File: config.mk
export PLATFORM = sky130hd
export DESIGN_NAME = uart_rx
export DESIGN_NICKNAME = d
export VERILOG_FILES = /design/src/rtl/uart_rx.sv
export SDC_FILE = /design/constraint.sdc
export NUM_CORES = 1
export LEC_CHECK = 0
export BUFFER_PORTS_ARGS = -buffer_cell sky130_fd_sc_hd__buf_2
export CAP_MARGIN = 20
export CORE_MARGIN = 2
export CORE_UTILIZATION = 25
export DETAILED_ROUTE_END_ITERATION = 10
export PLACE_DENSITY = 0.42
export SLEW_MARGIN = 20
export SYNTH_ARGS = -nofsm -noshare
export SYNTH_HDL_FRONTEND = slang
export SYNTH_SLANG_ARGS = --single-unit
File: constraint.sdc
create_clock -name tx_clk -period 2.6 [get_ports tx_clk]
set_input_delay 0.39 -clock tx_clk [delete_from_list [all_inputs] [get_ports tx_clk]]
set_output_delay 0.39 -clock tx_clk [all_outputs]
set_load 0.02 [all_outputs]
File: src/rtl/uart_rx.sv
// Serial receiver with a 5..8 bit frame, optional parity, and stop-bit checking. One bit is sampled per tx_clk.
// Registered outputs; rx_done pulses for one cycle after the stop-bit edge. There is no backpressure.
module uart_rx (
  input  logic       tx_clk,
  input  logic       rst,
  input  logic       rx,
  input  logic [3:0] length,
  input  logic       parity_en,
  input  logic       parity_type,
  output logic [7:0] rx_data,
  output logic       rx_done,
  output logic       rx_err,
  output logic       parity_err,
  output logic       frame_err,
  output logic       rx_busy
);

  typedef enum logic [2:0] {IDLE, DATA, PARITY, STOP, WAIT_HIGH} state_t;

  state_t     state, state_nx;
  logic [2:0] count, count_nx;
  logic [7:0] shift, shift_nx;
  logic [3:0] len, len_nx;
  logic       pen, pen_nx, ptype, ptype_nx, pbad, pbad_nx;
  logic [7:0] rx_data_nx;
  logic       rx_done_nx, rx_err_nx, parity_err_nx, frame_err_nx;

  always_ff @(posedge tx_clk) begin
    if (rst) begin
      state      <= IDLE;
      count      <= 3'd0;
      shift      <= 8'd0;
      len        <= 4'd8;
      pen        <= 1'b0;
      ptype      <= 1'b0;
      pbad       <= 1'b0;
      rx_data    <= 8'd0;
      rx_done    <= 1'b0;
      rx_err     <= 1'b0;
      parity_err <= 1'b0;
      frame_err  <= 1'b0;
      rx_busy    <= 1'b0;
    end else begin
      state      <= state_nx;
      count      <= count_nx;
      shift      <= shift_nx;
      len        <= len_nx;
      pen        <= pen_nx;
      ptype      <= ptype_nx;
      pbad       <= pbad_nx;
      rx_data    <= rx_data_nx;
      rx_done    <= rx_done_nx;
      rx_err     <= rx_err_nx;
      parity_err <= parity_err_nx;
      frame_err  <= frame_err_nx;
      rx_busy    <= (state_nx != IDLE);
    end
  end

  always_comb begin
    state_nx      = state;
    count_nx      = count;
    shift_nx      = shift;
    len_nx        = len;
    pen_nx        = pen;
    ptype_nx      = ptype;
    pbad_nx       = pbad;
    rx_data_nx    = rx_data;
    rx_done_nx    = 1'b0;
    rx_err_nx     = 1'b0;
    parity_err_nx = parity_err;
    frame_err_nx  = frame_err;
    case (state)
      IDLE: begin
        if (!rx) begin
          state_nx = DATA;
          count_nx = 3'd0;
          shift_nx = 8'd0;
          if (length < 4'd5)      len_nx = 4'd5;
          else if (length > 4'd8) len_nx = 4'd8;
          else                    len_nx = length;
          pen_nx   = parity_en;
          ptype_nx = parity_type;
          pbad_nx  = 1'b0;
        end
      end
      DATA: begin
        shift_nx[count] = rx;
        if ({1'b0, count} == len - 4'd1) state_nx = pen ? PARITY : STOP;
        else                             count_nx = count + 3'd1;
      end
      PARITY: begin
        // Bits above len are still zero from the start bit, so they do not disturb the reduction.
        pbad_nx  = (rx != (ptype ? ^shift : ~^shift));
        state_nx = STOP;
      end
      STOP: begin
        rx_data_nx    = shift;
        parity_err_nx = pen & pbad;
        frame_err_nx  = ~rx;
        rx_done_nx    = 1'b1;
        rx_err_nx     = (pen & pbad) | ~rx;
        state_nx      = rx ? IDLE : WAIT_HIGH;
      end
      WAIT_HIGH: begin
        if (rx) state_nx = IDLE;
      end
      default: state_nx = IDLE;
    endcase
  end

endmodule

## Yosys cells after proc, flatten, opt, wreduce, memory -nomap -nowiden

Cells that the tools add are included.

| storage, ports and cells | value |
|---|---|
| output and inout port bits | 13 |
| logic and storage cells | 63 |
| register bits | 34 |
| input bits | 9 |

| cells by class | value |
|---|---|
| reductions and logical operators | 12 |
| add/sub/neg operators | 2 |
| equal/unequal tests | 8 |
| muxes and demuxes | 20 |
| order comparisons | 4 |
| bitwise operators | 4 |

Operators with widths:

| cell | number |
|---|---|
| two-way mux 3 bit | 6 |
| one-hot mux 8 bit (2 select lines) | 1 |
| one-hot mux 3 bit (5 select lines) | 1 |
| bitwise mux 8 bit | 1 |
| two-way mux 4 bit | 2 |
| two-way mux 8 bit | 1 |
| XNOR reduction 8 bit | 1 |
| parity 8 bit | 1 |
| equality test 3 x 2 -> 1 bit (second input constant) | 2 |
| one-hot mux 3 bit (2 select lines) | 1 |
| AND reduction 2 bit | 3 |
| two-way mux 1 bit | 5 |
| equality test 3 x 4 -> 1 bit | 1 |
| > comparator 4 bit (second input constant) | 1 |
| less-than comparator 3 x 4 -> 1 bit (second input constant) | 1 |
| less-than comparator 4 x 3 -> 1 bit (second input constant) | 1 |
| inequality test 2 bit (second input constant) | 2 |
| nonzero test 2 bit | 2 |
| subtractor 4 x 1 -> 4 bit (second input constant) | 1 |
| adder 3 x 1 -> 3 bit (second input constant) | 1 |
| demux 1 bit (select 3 bit) | 1 |
| equality test 3 x 1 -> 1 bit (second input constant) | 1 |
| equality test 3 bit (second input constant) | 1 |
| >= comparator 3 x 1 -> 1 bit (second input constant) | 1 |
| 10 further kinds | 11 |

## Logic depth before layout (Yosys ltp)

| logic depth | value |
|---|---|
| depth after elaboration | 6 |
| mapped depth | 7 |
| gate-level depth less buffers | 7 |

## Worst setup path after synthesis

Ideal clock, no wire load.

| timing path | value |
|---|---|
| path type | register -> register |
| start point | register len[0] |
| end point | register rx_busy |
| data required time | 2.478 ns |
| setup time | 0.122 ns |
| cell stages (with the launch flop) | 8 |
| clock period less this slack | 1.886 ns |
| buffers on the path | 0 |
| arrival | 1.763 ns |
| slack | 0.714 ns |
| cells stage by stage | dfxtp_1 -> inv_1 -> ha_1 -> xor2_1 -> or4_4 -> a211oi_4 -> a311oi_1 -> nand3b_1 |

| on the way | value |
|---|---|
| cells in the longest elaborated chain, start to end | 5 |

RTL lines:

| element | line | RTL |
|---|---|---|
| from (decl) | 23 | `logic [3:0] len, len_nx;` |
| from (signal assigned) | 47 | `len <= len_nx;` |
| subtractor 4 x 1 -> 4 bit | 89 | `if ({1'b0, count} == len - 4'd1) state_nx = pen ? PARITY : STOP;` |
| equality test 3 x 4 -> 1 bit | 89 |  |
| two-way mux 3 bit | 89 |  |
| one-hot mux 3 bit (5 select lines) | 73 | `case (state)` |
| nonzero test 3 bit | 56 | `rx_busy <= (state_nx != IDLE);` |
| to (signal assigned) | 56 |  |
| to (decl) | 15 | `output logic rx_busy` |

No other way between the ends.
A chain may end at the register's enable or synchronous reset.

## Final worst setup path

Same ends and word-level chain as after synthesis.

==> flow_summary.toml <==
[floorplan]
rows = 28
die_h_um = 83.3
die_x_um = 83.3
pin_count = 22
dieArea_um2 = 6940
core_area_um2 = 5990
initial_core_util_pct = 26.3

[timing]
worstMarginPinSlew_ps = 697
finalCritPeriodShare_pct = 78.5
setup_viol = 0
hold_viol = 0
slew_headroom_pct = 53.4
fin_skew_ps = 6.13
setup_tns_ps = 0
fin_crit_ps = 2040
max_freq_ghz = 0.490
slew_viol_final = 0
rsz0062_at_grt = "no"

[place]
gp_congestion = 0.734
placed_area_um2 = 1740
port_buffers = 21
hpwl_um = 2470

[logic_synthesis]
synthArstFlopShare_pct = 0
synth_xor_area_share_pct = 7.00
yosysSeqAreaShare_pct = 43.3
yosysWarnings = 0
synth_top_family_by_area = "simple AND/OR/NAND/NOR gates"
synth_compound_area_share_pct = 18.8
postSynthRegisterBits = 34
synth_ff_type = "dfxtp_1"
syn_nets = 206
syn_avg_cell_area_um2 = 8.07
synth_cells = 195
synth_edf_count = 0
synth_area_um2 = 1570
synth-simple-area-share_pct = 22.8
synth_fa_ha_area_share_pct = 1.59
ys_types = 38
synthMuxAreaShare_pct = 1.99

[clock_network]
cts_resized = 0
clock_sinks = 34
cts_hold_buffers = 0
cts_tree = "done"
path_clk_slew_ps = 70
clk_latency_ps = 280
cts-root-buf = "clkbuf_8"
cts_buffer_depth = 2
htreeDepth = 2
cts-buffers-inserted = 5
postCtsSetupBuffers = 0

[power_and_ir_drop]
switching_share_pct = 23.1
pwr-share-seq_pct = 47.9
ir_drop_mv = 0.298
internal_power_uw = 879
leakage_nw = 0.699
total_power_mw = 1.14
powerDensity_nw_per_um2 = 618
pwr-share-comb_pct = 8.3
pwr-share-clk_pct = 43.7
switchingPower_uw = 264

[final_layout]
nets = 224
fillers = 653
drive_gt1_share_pct = 16.4
final_area_um2 = 1850
final_cell_mix = "dfxtp_1 (34), nand2_1 (33), nor2_1 (23)"
final_common_cell = "dfxtp_1"
syn_to_final_growth_pct = 17.6
insertedDiodeCount = 0
multi_input_area_um2 = 820
regArea_um2 = 681

[setup_path]
worstPathRequired_ps = 2780
path_delay_family = "simple AND/OR/NAND/NOR gates"
path_cells = "inv_1 > ha_1 > xor2_1 > or4_4 > a211oi_4 > a311oi_1 > nand3b_1"
cp_slowest_stage_delay_ps = 440
end_kind = "register"
crit_path_max_fanout = 7
critPathLaunchType = "register"
crit_arrival_ps = 2220
cpMaxStageDelayCell = "or4_4"
critPathBufInv = 1
criticalPathCategory = "reg -> reg"

[grt]
grt_first_pass_wirelength_um = 5980
grt_pass1_vias = 1225
overflow = 0
grtUsageTotal_pct = 10.8
grt_max_degree = 34
antenna_found_initial = 0

[routing]
drcViolationCount = 0
viasPerCell = 4.59
drtIter0Drc = 87
routed_wl_um = 3550
ant_nets = 0
drt-pass1-iter-count = 4
wire_per_inst_um = 12.3
vias = 1323

[run_status]
status = "finished, final reports clean"

[min_path]
hold_path_class = "in -> reg"

[run]
maxCapViolCount = 0
## cell usage after synthesis, drive strengths merged (2+ instances only)
master / count / area (µm²)
ha: 2 / 25.0
nor2: 23 / 86.3
a31oi: 3 / 18.8
nand3: 3 / 15.0
a21oi: 21 / 105
a211oi: 5 / 55.1
dfxtp: 34 / 681
nor3: 6 / 30.0
xnor2: 8 / 70.1
nand2b: 5 / 31.3
clkbuf: 9 / 33.8
o21a: 2 / 15.0
xor2: 2 / 17.5
o21ai: 8 / 40.0
buf: 2 / 8.75
nand3b: 2 / 15.0
inv: 8 / 30.0
nor4: 2 / 18.8
a22oi: 3 / 22.5
nand2: 33 / 124
mux2i: 2 / 20.0
## logic make-up (layout without fill, tap and decap cells)
family	Yosys count	count (layout)
muxes	3	3
and+or+nand+nor	79	79
DFF	34	34
AOI/OAI and AO/OA	47	47
adders and majority gates	2	2
xor gates and xnor gates	11	11
buffers and inverters	19	37
## layer usage
metal / up-vias / track usage (%) / part of all wire [%]
met5: - / 0 / 0
met1: 600 / 15.1 / 52
met4: 0 / 3.58 / 0.90
li1: 696 / - / -
met2: 23 / 15.4 / 43
met3: 4 / 3.68 / 3.8
## metrics by stage
step	setup WS, ps	utilization, %	hold WS (ps)	instances
2_1_floorplan	714	-	443	195
4_1_cts	537	30.9	333	288
3_3_place_gp	597	29.0	443	281
3_5_place_dp	543	29.0	443	281
6_report	559	30.9	344	288
5_1_grt	418	30.9	354	288
## state kept, by name, summed over array words and instances, names as in the netlist
signal and flops:
ptype 1, rx_done 1, rx_data 8, rx_busy 1
state 3, shift 8, len 4, parity_err 1
pbad 1, frame_err 1, pen 1, count 3
rx_err 1
## power groups by stage
stage / logic (mW) / registers [mW] / clock network [mW]
global route: 0.108 / 0.550 / 0.535
global placement: 0.0972 / 0.561 / 0
finish: 0.0952 / 0.548 / 0.500
CTS: 0.0972 / 0.548 / 0.516
detailed placement: 0.0968 / 0.560 / 0
floorplan: 0.0780 / 0.552 / 0
## final cells by class
cell class	instances	share of cell area (%)
Clock inverter	1	1.62
Inverter	8	1.62
Tap cell	75	5.07
Multi-Input combinational cell	142	44.3
Timing Repair Buffer	22	6.09
Sequential cell	34	36.8
Clock buffer	6	4.47
## worst register-to-register path, cell delays in order (launching register included)
cell      delay (ps)
dfxtp_1          410
inv_1             70
ha_1             210
xor2_1           150
or4_4            440
a211oi_4         330
a311oi_1         150
nand3b_1         170
## final timing paths
check | end | slack [ps] | startpoint | cells past startpoint
worst max-delay path | rx_busy | 560 | len[0] | 7
worst max register to register | rx_busy | 560 | len[0] | 7
worst min register to register | rx_data[7] | 450 | rx_data[7] | 2
worst min-delay path | ptype | 340 | parity_type | 3
No activity file was read; power rests on OpenSTA's default activity.
